### src/rtl/cart_map_mux_if.sv
// Bundles every mapper channel's CPU/ROM/BSRAM signals and the single muxed
// result bus that drives the cartridge slot.
//   slave  : the selector (reads the channel buses, drives the muxed bus)
//   master : the mapper side (drives the channel buses, observes the muxed bus)
interface cart_map_mux_if #(
    parameter int unsigned NUM_MAP  = 7,
    parameter int unsigned ROM_AW   = 24,
    parameter int unsigned BSRAM_AW = 20
);
    // per-channel, flattened with channel k at slice k
    logic [8*NUM_MAP-1:0]        ch_do;
    logic [NUM_MAP-1:0]          ch_irq_n;
    logic [ROM_AW*NUM_MAP-1:0]   ch_rom_addr;
    logic [16*NUM_MAP-1:0]       ch_rom_d;
    logic [NUM_MAP-1:0]          ch_rom_ce_n;
    logic [NUM_MAP-1:0]          ch_rom_oe_n;
    logic [NUM_MAP-1:0]          ch_rom_we_n;
    logic [NUM_MAP-1:0]          ch_rom_word;
    logic [BSRAM_AW*NUM_MAP-1:0] ch_bsram_addr;
    logic [8*NUM_MAP-1:0]        ch_bsram_d;
    logic [NUM_MAP-1:0]          ch_bsram_ce_n;
    logic [NUM_MAP-1:0]          ch_bsram_oe_n;
    logic [NUM_MAP-1:0]          ch_bsram_we_n;

    // muxed result
    logic [7:0]          di;
    logic                irq_n;
    logic [ROM_AW-1:0]   rom_addr;
    logic [15:0]         rom_d;
    logic                rom_ce_n;
    logic                rom_oe_n;
    logic                rom_we_n;
    logic                rom_word;
    logic [BSRAM_AW-1:0] bsram_addr;
    logic [7:0]          bsram_d;
    logic                bsram_ce_n;
    logic                bsram_oe_n;
    logic                bsram_we_n;

    modport slave (
        input  ch_do, ch_irq_n, ch_rom_addr, ch_rom_d, ch_rom_ce_n, ch_rom_oe_n,
               ch_rom_we_n, ch_rom_word, ch_bsram_addr, ch_bsram_d,
               ch_bsram_ce_n, ch_bsram_oe_n, ch_bsram_we_n,
        output di, irq_n, rom_addr, rom_d, rom_ce_n, rom_oe_n, rom_we_n,
               rom_word, bsram_addr, bsram_d, bsram_ce_n, bsram_oe_n, bsram_we_n
    );

    modport master (
        output ch_do, ch_irq_n, ch_rom_addr, ch_rom_d, ch_rom_ce_n, ch_rom_oe_n,
               ch_rom_we_n, ch_rom_word, ch_bsram_addr, ch_bsram_d,
               ch_bsram_ce_n, ch_bsram_oe_n, ch_bsram_we_n,
        input  di, irq_n, rom_addr, rom_d, rom_ce_n, rom_oe_n, rom_we_n,
               rom_word, bsram_addr, bsram_d, bsram_ce_n, bsram_oe_n, bsram_we_n
    );
endinterface

### src/rtl/cart_map_mux.sv
// Cartridge mapper output selector. Picks one of NUM_MAP mapper channels
// (channel 0 = default DSP/LoROM/HiROM mapper) to drive the CPU data-in, IRQ,
// ROM bus and BSRAM bus. A channel change drains the outgoing mapper, forces
// an idle gap of SWITCH_GAP+1 cycles, then commits the newest request.
//
// Ports:
//   mclk, rst    master clock, asynchronous active-high reset
//   map_active   one-hot request, bit k selects channel k+1, zero selects 0
//   clr_err      clears the sticky conflict / timeout_err flags
//   bus          cart_map_mux_if.slave: channel buses in, muxed bus out
//   sel          committed channel
//   busy         switch in progress (DRAIN or GAP)
//   turbo_allow  committed channel permits turbo and no switch in progress
//   conflict     sticky: map_active was multi-hot
//   timeout_err  sticky: a drain was forced after DRAIN_TIMEOUT cycles
//
// Optional feature, macro CART_MAP_MUX_STATS_EN: adds switch_cnt (commits,
// saturating) and conflict_cnt (multi-hot cycles, saturating).
module cart_map_mux #(
    parameter int unsigned         NUM_MAP          = 7,
    parameter int unsigned         ROM_AW           = 24,
    parameter int unsigned         BSRAM_AW         = 20,
    parameter int unsigned         SWITCH_GAP       = 4,
    parameter int unsigned         DRAIN_TIMEOUT    = 255,
    parameter logic [NUM_MAP-1:0]  TURBO_BLOCK_MASK = 7'b0010100,
    localparam int unsigned        SEL_W            = (NUM_MAP > 1) ? $clog2(NUM_MAP) : 1
) (
    input  logic                 mclk,
    input  logic                 rst,
    input  logic [NUM_MAP-2:0]   map_active,
    input  logic                 clr_err,
    cart_map_mux_if.slave        bus,
    output logic [SEL_W-1:0]     sel,
    output logic                 busy,
    output logic                 turbo_allow,
    output logic                 conflict,
    output logic                 timeout_err
`ifdef CART_MAP_MUX_STATS_EN
    ,
    output logic [15:0]          switch_cnt,
    output logic [7:0]           conflict_cnt
`endif
);

    localparam int unsigned DRAIN_W = (DRAIN_TIMEOUT > 0) ? $clog2(DRAIN_TIMEOUT + 1) : 1;
    localparam int unsigned GAP_W   = (SWITCH_GAP > 0) ? $clog2(SWITCH_GAP + 1) : 1;

    typedef enum logic [1:0] {
        ST_ACTIVE = 2'd0,
        ST_DRAIN  = 2'd1,
        ST_GAP    = 2'd2
    } state_t;

    state_t             state_q, state_d;
    logic [SEL_W-1:0]   sel_q;
    logic [DRAIN_W-1:0] drain_cnt;
    logic [GAP_W-1:0]   gap_cnt;
    logic [SEL_W-1:0]   target;
    logic [SEL_W-1:0]   hot_cnt;
    logic               multi_hot;
    logic               bus_idle;
    logic               drain_clr, drain_inc, gap_load, gap_dec, commit, timeout_set;
    int unsigned        sel_i;

    // Request decode: single hot bit k -> channel k+1; none or several -> 0
    always_comb begin
        hot_cnt = '0;
        target  = '0;
        for (int k = 0; k < NUM_MAP - 1; k++) begin
            if (map_active[k]) begin
                hot_cnt = hot_cnt + SEL_W'(1);
                target  = SEL_W'(k + 1);
            end
        end
        multi_hot = (hot_cnt > SEL_W'(1));
        if (multi_hot) begin
            target = '0;
        end
    end

    assign sel_i    = 32'(sel_q);
    // Only chip enables and ROM write strobe matter for a safe hand-off
    assign bus_idle = bus.ch_rom_ce_n[sel_i] & bus.ch_bsram_ce_n[sel_i] & bus.ch_rom_we_n[sel_i];

    // State register
    always_ff @(posedge mclk or posedge rst) begin
        if (rst) begin
            state_q <= ST_ACTIVE;
        end else begin
            state_q <= state_d;
        end
    end

    // Next-state and datapath control
    always_comb begin
        state_d     = state_q;
        drain_clr   = 1'b0;
        drain_inc   = 1'b0;
        gap_load    = 1'b0;
        gap_dec     = 1'b0;
        commit      = 1'b0;
        timeout_set = 1'b0;
        case (state_q)
            ST_ACTIVE: begin
                if (target != sel_q) begin
                    state_d   = ST_DRAIN;
                    drain_clr = 1'b1;
                end
            end
            ST_DRAIN: begin
                if (target == sel_q) begin
                    state_d = ST_ACTIVE;
                end else if (bus_idle) begin
                    state_d  = ST_GAP;
                    gap_load = 1'b1;
                end else if (drain_cnt == DRAIN_W'(DRAIN_TIMEOUT)) begin
                    state_d     = ST_GAP;
                    gap_load    = 1'b1;
                    timeout_set = 1'b1;
                end else begin
                    drain_inc = 1'b1;
                end
            end
            ST_GAP: begin
                if (gap_cnt == '0) begin
                    state_d = ST_ACTIVE;
                    commit  = 1'b1;
                end else begin
                    gap_dec = 1'b1;
                end
            end
            default: state_d = ST_ACTIVE;
        endcase
    end

    // Selection, counters and sticky flags
    always_ff @(posedge mclk or posedge rst) begin
        if (rst) begin
            sel_q       <= '0;
            drain_cnt   <= '0;
            gap_cnt     <= '0;
            conflict    <= 1'b0;
            timeout_err <= 1'b0;
        end else begin
            if (commit) begin
                sel_q <= target;
            end
            if (drain_clr) begin
                drain_cnt <= '0;
            end else if (drain_inc) begin
                drain_cnt <= drain_cnt + DRAIN_W'(1);
            end
            if (gap_load) begin
                gap_cnt <= GAP_W'(SWITCH_GAP);
            end else if (gap_dec) begin
                gap_cnt <= gap_cnt - GAP_W'(1);
            end
            // set has priority over clear
            if (multi_hot) begin
                conflict <= 1'b1;
            end else if (clr_err) begin
                conflict <= 1'b0;
            end
            if (timeout_set) begin
                timeout_err <= 1'b1;
            end else if (clr_err) begin
                timeout_err <= 1'b0;
            end
        end
    end

`ifdef CART_MAP_MUX_STATS_EN
    // Saturating switch / conflict statistics
    always_ff @(posedge mclk or posedge rst) begin
        if (rst) begin
            switch_cnt   <= '0;
            conflict_cnt <= '0;
        end else begin
            if (commit && (switch_cnt != 16'hFFFF)) begin
                switch_cnt <= switch_cnt + 16'd1;
            end
            if (multi_hot) begin
                if (conflict_cnt != 8'hFF) begin
                    conflict_cnt <= conflict_cnt + 8'd1;
                end
            end else if (clr_err) begin
                conflict_cnt <= '0;
            end
        end
    end
`endif

    // Output mux: mirror the committed channel, or drive an idle bus in GAP
    always_comb begin
        bus.di         = 8'hFF;
        bus.irq_n      = 1'b1;
        bus.rom_addr   = '0;
        bus.rom_d      = '0;
        bus.rom_ce_n   = 1'b1;
        bus.rom_oe_n   = 1'b1;
        bus.rom_we_n   = 1'b1;
        bus.rom_word   = 1'b0;
        bus.bsram_addr = '0;
        bus.bsram_d    = '0;
        bus.bsram_ce_n = 1'b1;
        bus.bsram_oe_n = 1'b1;
        bus.bsram_we_n = 1'b1;
        if (state_q != ST_GAP) begin
            bus.di         = bus.ch_do[sel_i*8 +: 8];
            bus.irq_n      = bus.ch_irq_n[sel_i];
            bus.rom_addr   = bus.ch_rom_addr[sel_i*ROM_AW +: ROM_AW];
            bus.rom_d      = bus.ch_rom_d[sel_i*16 +: 16];
            bus.rom_ce_n   = bus.ch_rom_ce_n[sel_i];
            bus.rom_oe_n   = bus.ch_rom_oe_n[sel_i];
            bus.rom_we_n   = bus.ch_rom_we_n[sel_i];
            bus.rom_word   = bus.ch_rom_word[sel_i];
            bus.bsram_addr = bus.ch_bsram_addr[sel_i*BSRAM_AW +: BSRAM_AW];
            bus.bsram_d    = bus.ch_bsram_d[sel_i*8 +: 8];
            bus.bsram_ce_n = bus.ch_bsram_ce_n[sel_i];
            bus.bsram_oe_n = bus.ch_bsram_oe_n[sel_i];
            bus.bsram_we_n = bus.ch_bsram_we_n[sel_i];
        end
    end

    assign sel         = sel_q;
    assign busy        = (state_q != ST_ACTIVE);
    assign turbo_allow = ~TURBO_BLOCK_MASK[sel_i] & ~busy;

endmodule

### src/flat_wrapper.sv
// flat-port wrapper written by rule: the top's interface ports become plain ports
module cart_map_mux_flat 
#(
    parameter int unsigned         NUM_MAP          = 7,
    parameter int unsigned         ROM_AW           = 24,
    parameter int unsigned         BSRAM_AW         = 20,
    parameter int unsigned         SWITCH_GAP       = 4,
    parameter int unsigned         DRAIN_TIMEOUT    = 255,
    parameter logic [NUM_MAP-1:0]  TURBO_BLOCK_MASK = 7'b0010100,
    localparam int unsigned        SEL_W            = (NUM_MAP > 1) ? $clog2(NUM_MAP) : 1
)
  (mclk, rst, map_active, clr_err, sel, busy, turbo_allow, conflict, timeout_err, bus_ch_do, bus_ch_irq_n, bus_ch_rom_addr, bus_ch_rom_d, bus_ch_rom_ce_n, bus_ch_rom_oe_n, bus_ch_rom_we_n, bus_ch_rom_word, bus_ch_bsram_addr, bus_ch_bsram_d, bus_ch_bsram_ce_n, bus_ch_bsram_oe_n, bus_ch_bsram_we_n, bus_di, bus_irq_n, bus_rom_addr, bus_rom_d, bus_rom_ce_n, bus_rom_oe_n, bus_rom_we_n, bus_rom_word, bus_bsram_addr, bus_bsram_d, bus_bsram_ce_n, bus_bsram_oe_n, bus_bsram_we_n);
  cart_map_mux_if #(.NUM_MAP(NUM_MAP), .ROM_AW(ROM_AW), .BSRAM_AW(BSRAM_AW)) bus_i ();
  input  logic mclk;
  input  logic rst;
  input  logic [NUM_MAP-2:0] map_active;
  input  logic clr_err;
  output logic [SEL_W-1:0] sel;
  output logic busy;
  output logic turbo_allow;
  output logic conflict;
  output logic timeout_err;
  input wire logic [$bits(bus_i.ch_do)-1:0] bus_ch_do;
  input wire logic [$bits(bus_i.ch_irq_n)-1:0] bus_ch_irq_n;
  input wire logic [$bits(bus_i.ch_rom_addr)-1:0] bus_ch_rom_addr;
  input wire logic [$bits(bus_i.ch_rom_d)-1:0] bus_ch_rom_d;
  input wire logic [$bits(bus_i.ch_rom_ce_n)-1:0] bus_ch_rom_ce_n;
  input wire logic [$bits(bus_i.ch_rom_oe_n)-1:0] bus_ch_rom_oe_n;
  input wire logic [$bits(bus_i.ch_rom_we_n)-1:0] bus_ch_rom_we_n;
  input wire logic [$bits(bus_i.ch_rom_word)-1:0] bus_ch_rom_word;
  input wire logic [$bits(bus_i.ch_bsram_addr)-1:0] bus_ch_bsram_addr;
  input wire logic [$bits(bus_i.ch_bsram_d)-1:0] bus_ch_bsram_d;
  input wire logic [$bits(bus_i.ch_bsram_ce_n)-1:0] bus_ch_bsram_ce_n;
  input wire logic [$bits(bus_i.ch_bsram_oe_n)-1:0] bus_ch_bsram_oe_n;
  input wire logic [$bits(bus_i.ch_bsram_we_n)-1:0] bus_ch_bsram_we_n;
  output wire logic [$bits(bus_i.di)-1:0] bus_di;
  output wire logic [$bits(bus_i.irq_n)-1:0] bus_irq_n;
  output wire logic [$bits(bus_i.rom_addr)-1:0] bus_rom_addr;
  output wire logic [$bits(bus_i.rom_d)-1:0] bus_rom_d;
  output wire logic [$bits(bus_i.rom_ce_n)-1:0] bus_rom_ce_n;
  output wire logic [$bits(bus_i.rom_oe_n)-1:0] bus_rom_oe_n;
  output wire logic [$bits(bus_i.rom_we_n)-1:0] bus_rom_we_n;
  output wire logic [$bits(bus_i.rom_word)-1:0] bus_rom_word;
  output wire logic [$bits(bus_i.bsram_addr)-1:0] bus_bsram_addr;
  output wire logic [$bits(bus_i.bsram_d)-1:0] bus_bsram_d;
  output wire logic [$bits(bus_i.bsram_ce_n)-1:0] bus_bsram_ce_n;
  output wire logic [$bits(bus_i.bsram_oe_n)-1:0] bus_bsram_oe_n;
  output wire logic [$bits(bus_i.bsram_we_n)-1:0] bus_bsram_we_n;
  assign bus_i.ch_do = bus_ch_do;
  assign bus_i.ch_irq_n = bus_ch_irq_n;
  assign bus_i.ch_rom_addr = bus_ch_rom_addr;
  assign bus_i.ch_rom_d = bus_ch_rom_d;
  assign bus_i.ch_rom_ce_n = bus_ch_rom_ce_n;
  assign bus_i.ch_rom_oe_n = bus_ch_rom_oe_n;
  assign bus_i.ch_rom_we_n = bus_ch_rom_we_n;
  assign bus_i.ch_rom_word = bus_ch_rom_word;
  assign bus_i.ch_bsram_addr = bus_ch_bsram_addr;
  assign bus_i.ch_bsram_d = bus_ch_bsram_d;
  assign bus_i.ch_bsram_ce_n = bus_ch_bsram_ce_n;
  assign bus_i.ch_bsram_oe_n = bus_ch_bsram_oe_n;
  assign bus_i.ch_bsram_we_n = bus_ch_bsram_we_n;
  assign bus_di = bus_i.di;
  assign bus_irq_n = bus_i.irq_n;
  assign bus_rom_addr = bus_i.rom_addr;
  assign bus_rom_d = bus_i.rom_d;
  assign bus_rom_ce_n = bus_i.rom_ce_n;
  assign bus_rom_oe_n = bus_i.rom_oe_n;
  assign bus_rom_we_n = bus_i.rom_we_n;
  assign bus_rom_word = bus_i.rom_word;
  assign bus_bsram_addr = bus_i.bsram_addr;
  assign bus_bsram_d = bus_i.bsram_d;
  assign bus_bsram_ce_n = bus_i.bsram_ce_n;
  assign bus_bsram_oe_n = bus_i.bsram_oe_n;
  assign bus_bsram_we_n = bus_i.bsram_we_n;
  cart_map_mux #(.NUM_MAP(NUM_MAP), .ROM_AW(ROM_AW), .BSRAM_AW(BSRAM_AW), .SWITCH_GAP(SWITCH_GAP), .DRAIN_TIMEOUT(DRAIN_TIMEOUT), .TURBO_BLOCK_MASK(TURBO_BLOCK_MASK)) u_core (.mclk(mclk), .rst(rst), .map_active(map_active), .clr_err(clr_err), .bus(bus_i), .sel(sel), .busy(busy), .turbo_allow(turbo_allow), .conflict(conflict), .timeout_err(timeout_err));
endmodule
### config.mk
export PLATFORM = sky130hd
export DESIGN_NAME = cart_map_mux_flat
export DESIGN_NICKNAME = d
export VERILOG_FILES = /design/src/rtl/cart_map_mux_if.sv /design/src/rtl/cart_map_mux.sv /design/src/flat_wrapper.sv
export SDC_FILE = /design/constraint.sdc
export NUM_CORES = 1
export LEC_CHECK = 0
export ABC_AREA = 1
export ABC_CLOCK_PERIOD_IN_PS = 3200
export BUFFER_PORTS_ARGS = -buffer_cell sky130_fd_sc_hd__buf_2
export CORE_AREA = 3 3 266 268
export CTS_CLUSTER_DIAMETER = 30
export CTS_CLUSTER_SIZE = 25
export DETAILED_ROUTE_END_ITERATION = 10
export DIE_AREA = 0 0 269 271
export PLACE_DENSITY = 0.4
export SLEW_MARGIN = 5
export SYNTH_ARGS = -nofsm -noshare
export SYNTH_HDL_FRONTEND = slang
export SYNTH_SLANG_ARGS = --single-unit
### constraint.sdc
create_clock -name mclk -period 3.2 [get_ports mclk]
set_input_delay 0.96 -clock mclk [delete_from_list [all_inputs] [get_ports mclk]]
set_output_delay 0.96 -clock mclk [all_outputs]
set_load 0.02 [all_outputs]
**Word level (Yosys, flattened, before mapping)**

Memory sizes are Yosys's and may differ from the RTL's.
Index checks and enable logic that the tools add are counted.

- $add $sub $neg: 7
- $mul: 2
- Order comparisons: 2
- Eq/ne operators: 9
- Shift operators: 5
- Multiplexer cells: 72
- Bitwise gates (word level): 5
- Reductions and logical operators: 8

Operators with widths:

| operator | count |
|---|---|
| $shiftx 168x33->24 | 1 |
| $shiftx 140x33->20 | 1 |
| $shiftx 112x8->16 | 1 |
| $shiftx 56x7->8 | 2 |
| $mux 1 | 38 |
| $mux 3 | 11 |
| $mux 8 | 4 |
| $bmux 1 s3 | 8 |
| $mux 24 | 1 |
| $mux 20 | 1 |
| $mux 16 | 1 |
| $mux 2 | 7 |
| $add 3x1->3 const B | 4 |
| $reduce_bool 2->1 | 5 |
| $add 8x1->8 const B | 1 |
| $eq 8x8->1 const B | 1 |
| $mul 3x3->6 const B | 1 |
| $pmux 2 s3 | 1 |
| $mul 3x2->5 const B | 1 |
| $lt 3x4->1 const B | 1 |
| $ne 2x1->1 const B | 2 |
| $ne 4x1->1 const B | 1 |
| $and 1x1->1 | 3 |
| $eq 3x3->1 | 1 |
| other kinds (11) | 12 |

- Flip-flop bits (word level): 18
- ROM bits: 8
- Input bits: 597
- Output and inout port bits: 91
- Logic and storage cells: 117
- Memories kept: 1

Memories:

| name | words | bits a word | read ports | clocked after memory_dff | wr ports | RTL line | text |
|---|---|---|---|---|---|---|---|
| (name not given) | 8 | 1 | 1 | 0 | 0 | cart_map_mux.sv:227 | `assign turbo_allow = ~TURBO_BLOCK_MASK[sel_i] & ~busy;` |

**Longest topological paths before layout**

- Depth in word-level cells: 18
- Depth in mapped cells: 26
- Gate-level depth less buffers: 26

**Worst setup path after synthesis**

No wires, ideal clock.

- Path kind: input to register
- Start: input map_active[0]
- End: register u_core.drain_cnt[3]
- Library setup time: 0.117 ns
- Data arrival time: 3.699 ns
- Required time: 3.083 ns
- Setup slack: -0.616 ns
- Stages on the path: 24
- Buffers on the path: 0
- Cells stage by stage: inv_1 ha_1 nand2_1 inv_1 nor2_1 nand2_1 nand3_1 nand2_1 ha_1 or2_2 and2_1 ha_1 nand2_1 inv_1 nand3_2 nand2_2 nor2_4 nand4_1 nand2_1 nand3_4 nand2_2 nand2_4 nand2_1 nand2_1

- Word-level cells in the longest chain between the ends: 17
- Elaborated cells between the ends (all ways): 26
- Those cells by class: add/sub (5); order compare (1); eq/ne (2); mux (17); reduce/logical (1)

RTL lines:

| element | RTL line | text |
|---|---|---|
| from (decl) | flat_wrapper.sv:16 | `input logic [NUM_MAP-2:0] map_active;` |
| $mux 1 (*) | cart_map_mux.sv:70 | `if (map_active[k]) begin` |
| $add 1x1->2 | cart_map_mux.sv:71 | `hot_cnt = hot_cnt + SEL_W'(1);` |
| $mux 3 | cart_map_mux.sv:70 |  |
| $add 3x1->3 | cart_map_mux.sv:71 |  |
| $mux 3 | cart_map_mux.sv:70 |  |
| $add 3x1->3 | cart_map_mux.sv:71 |  |
| $mux 3 | cart_map_mux.sv:70 |  |
| $add 3x1->3 | cart_map_mux.sv:71 |  |
| $mux 3 | cart_map_mux.sv:70 |  |
| $add 3x1->3 | cart_map_mux.sv:71 |  |
| $mux 3 | cart_map_mux.sv:70 |  |
| $gt 3x1->1 | cart_map_mux.sv:75 | `multi_hot = (hot_cnt > SEL_W'(1));` |
| $mux 3 (*) | cart_map_mux.sv:76 | `if (multi_hot) begin` |
| $ne 3x3->1 or $eq 3x3->1 (tied branches) | cart_map_mux.sv:105, cart_map_mux.sv:111 |  |
| $mux 1 (on tied branches) | cart_map_mux.sv:105, cart_map_mux.sv:111 |  |
| $mux 1 | cart_map_mux.sv:103 | `case (state_q)` |
| $mux 8 or $reduce_bool 2->1 (tied branches) | - |  |
| to (signal assigned) | cart_map_mux.sv:151 | `drain_cnt <= drain_cnt + DRAIN_W'(1);` |
| to (decl) | cart_map_mux.sv:56 | `logic [DRAIN_W-1:0] drain_cnt;` |

Every way passes the cells marked *; elsewhere a longest branch is shown, timed or not.
A chain may end at the register's enable or synchronous reset.

**Final worst setup path**

- Start: input map_active[0]
- End: register u_core.drain_cnt[6]

The elaborated chain is that of the path after synthesis.

==> metrics.md <==
| Metric | Value |
|---|---|
| Area of the mapped netlist | 6330 um2 |
| Number of nets in the finished design | roughly 2700 |
| Unrepaired setup endpoints after global routing | yes |
| CP Data Required Time | around 3.3 ns |
| Net switching fraction of the power | 0.537 |
| Number of buffers inserted for hold repair after clock tree synthesis | 0 |
| Dominant synthesized flop cell | sky130_fd_sc_hd__dfrtp_1 |
| Synthesized-area fraction occupied by xor and xnor cells | 0.0111 |
| Post-route insts no fill | slightly above 3000 |
| Sequential fraction of the synthesis area | 0.0711 |
| GPL Wtd Cong | 0.919 |
| Violations in the final reports | negative setup slack |
| Most used cells in the layout excluding fill and tap cells | 626 x sky130_fd_sc_hd__buf_2, 356 x sky130_fd_sc_hd__nor2_1, 191 x sky130_fd_sc_hd__o21ai_0 |
| Global-route wire length before repair | about 78000 um |
| Lkg Pwr | 0.00717 uW |
| Number of synthesized flops with an enable pin | 0 |
| Share of synthesized area spent on multiplexers | 0 |
| Largest fanout on the critical path | 7 |
| Detailed-route via count | between 10000 and 15000 |
| Average wire length per cell after detail routing | approximately 21 um |
| Clock Sink Count | 18 |
| Starting utilization of the core area | 0.0923 |
| TritonCTS buffer count | 3 |
| Run status | complete, but fails checks |
| Worst vdd ir | about 450 uV |
| Final routed wirelength across all metal layers | 64200 um |
| Number of input and output port buffers inserted | about 700 |
| Core Area | about 69000 um2 |
| Maximum clock insertion buffer count | 2 |
| Final-layout fill cell count | ~8000 |
| P&R area growth vs syn | 145% |
| Final setup fails | 35 |
| Vias in the first global route | about 12000 |
| Clock power frac | 0.016 |
| Routed via count divided by cell count | 4.22 |
| Post-synth net total | 1854 |
| Reported max-cap violation count | 0 |
| Relative slew margins | 0.515 |
| Fraction of final layout cells with drive strength greater than 1 | 0.563 |
| Type of element launching the critical path | primary input |
| DRC errors left | 0 |
| Share of the synthesized area in compound gates (AO/OA/AOI/OAI) | 0.413 |
| Slowest CP cell | sky130_fd_sc_hd__ha_4 |
| Skew-Pair Late Insertion Delay | roughly 0.25 ns |
| Fin crit period | between 3 and 4 ns |
| Worst Hold Class | reg -> reg |
| Die height | about 270 um |
| H-tree Lvls | 1 |
| Share of synthesized cell area in full adder, half adder and majority cells | 0.0198 |
| Post-placement setup slack | -0.847 ns |
| Leading cell type in the layout, fill and taps excluded | sky130_fd_sc_hd__buf_2 |
| Total area of multi-input combinational cells | 6400 um2 |
| Number of antenna-violating nets in the routed design | 0 |
| Share of synthesized flip-flops with an asynchronous set or reset | 1.00 |
| Total global routing overflow | 0 |
| Number of top-level pins | ~690 |
| Reg2Reg Setup Slack | between 0.4 and 0.5 ns |
| Standard-cell rows | between 90 and 100 |
| Comb power frac | 0.958 |
| Share of the clock period used by the worst path after layout | 1.12 |
| Drt initial violations | 876 |
| Total of warnings raised by yosys | 0 |
| Largest net degree at the start of global routing | between 50 and 60 |
| Initial antenna violation count | 16 |
| Largest delay share family, worst path | simple AND/OR/NAND/NOR gates |
| Internal Dissipation | ~8100 uW |
| Sort of element at the end of the critical path | register |
| Combinational family with the most area after synthesis | compound AO/OA/AOI/OAI gates |
| Psw | between 9000 and 10000 uW |
| Gate count after technology mapping | roughly 1200 |
| Slew at the pin with the worst max-slew slack | roughly 0.73 ns |
| FF+latch area | 462 um2 |
| Cells along the critical path | buf_8 > inv_4 > ha_4 > nor2_2 > nor2_4 > nand2_2 > nand3_2 > nand2_1 > ha_1 > or2_4 > and2_4 > ha_4 > nand2_2 > inv_2 > nand3_2 > nand2_2 > nor2_4 > nand4_1 > nand2_4 > nand3_4 > nand3_4 > nand2_4 > nand2_1 > nand2_1 |
| FF+latch count, synth | 18 |
| Number of distinct library cells after synthesis | 36 |
| Kind of critical path | in -> reg |
| Power Dens Cells | between 1000 and 1500 nW/um2 |
| Timing-limited maximum frequency | approximately 0.28 GHz |
| Clock tree from TritonCTS | built |
| Sequential Power Share | 0.026 |
| Count of pins over their slew limit | 0 |
| Die Span X | ~270 um |
| Critical path buffer and inverter count | 3 |
| Detailed placement HPWL | about 44000 um |
| CP arrival | about 3.7 ns |
| Synth Area in Simple Gates | 0.393 |
| Clock tree skew after final layout | ~0.0037 ns |
| Synth Area per Inst | ~5.1 um2 |
| Gr usage total | 0.145 |
| Worst hold-check slack | 0.523 ns |
| Area of the die | 72900 um2 |
| Hold violation count in the final report | 0 |
| CP max stage delay | approximately 0.29 ns |
| Instance count after placement with tap cells included | 2864 |
| Register clock-pin slew on the reported worst setup and hold paths | about 0.060 ns |
| Slack of the critical path | -0.385 ns |
| Pre-antenna DRT Iters | 5 |
| Post-route setup TNS | -5.71 ns |
| Clock Root Buffer | sky130_fd_sc_hd__clkbuf_16 |
metal layers:
metal	routed length [um]	vias to the layer above	GRT usage
li1	-	6040	-
met1	28400	5966	0.196
met2	29500	657	0.240
met3	4870	89	0.0257
met4	1450	0	0.0273
met5	0	-	0
flip-flops by register name, indices dropped and copies added (netlist names):
signal	count
u_core.conflict	1
u_core.state_q	2
u_core.drain_cnt	8
u_core.gap_cnt	3
u_core.timeout_err	1
u_core.sel	3
worst reg2reg max path: cells and delay by family (launching register included):
kind	cells	cell delay, ns
and+or+nand+nor	6	0.94
DFF	1	0.50
AOI/OAI and AO/OA	2	0.27
buffers and inverters	7	0.94
Yosys cell counts, drive strengths merged (10+ instances only):
library cell | count | area, um2
nor2 | 404 | 1530
o22ai | 69 | 432
a311oi | 69 | 604
nand2 | 170 | 661
buf | 18 | 83.8
clkbuf | 100 | 375
dfrtp | 18 | 450
ha | 10 | 125
inv | 32 | 123
o2111ai | 12 | 105
nand3 | 33 | 210
o21ai | 268 | 1340
area by class of cell:
type,instances,area share
inverters,32,0.0114
diodes,12,0.00194
well taps,931,0.0752
multi-input cells,1081,0.413
repair buffers,943,0.461
clock buffers,4,0.00573
flip-flops and latches,18,0.0298
repair inverters,1,0.00194
through the flow:
step / utilization / power [uW] / cell area [um2]
after global placement: 0.170 / 11300 / 11700
after floorplan: - / 6300 / 6410
after detailed placement: 0.170 / 11200 / 11700
after CTS: 0.187 / 13400 / 12800
after global routing: 0.226 / 18400 / 15500
final: 0.226 / 17400 / 15500
power groups by stage:
stage	logic, uW	clock network, uW	registers [uW]
final	16700	282	447
after global placement	10800	0	458
after floorplan	5920	0	377
after CTS	12600	285	457
after global routing	17700	298	468
after detailed placement	10700	0	461
cell families after synthesis:
| family | after synthesis |
|---|---|
| AO/OA/AOI/OAI | 438 |
| XOR/XNOR | 8 |
| adder cells (fa/ha/maj) | 10 |
| buffers and inverters | 150 |
| flip-flops | 18 |
| AND/OR/NAND/NOR | 623 |
what timing repair did:
item / in CTS / in global routing
gates resized for setup: 111 / 415
buffers inserted: 30 / 78
setup endpoints to repair: 44 / 96
gates cloned: 15 / 26
pin swaps: 45 / 140
worst paths after layout:
kind	start	end	depth (start not counted)
worst max register to register	u_core.sel[0]	u_core.drain_cnt[6]	15
worst min register to register	u_core.gap_cnt[2]	u_core.gap_cnt[2]	2
max in group asynchronous	rst	u_core.sel[2]	2
worst max-delay path	map_active[0]	u_core.drain_cnt[6]	24
worst min-delay path	u_core.gap_cnt[2]	u_core.gap_cnt[2]	2
min in group asynchronous	rst	u_core.drain_cnt[7]	2
No activity file was read; power rests on OpenSTA's default activity.
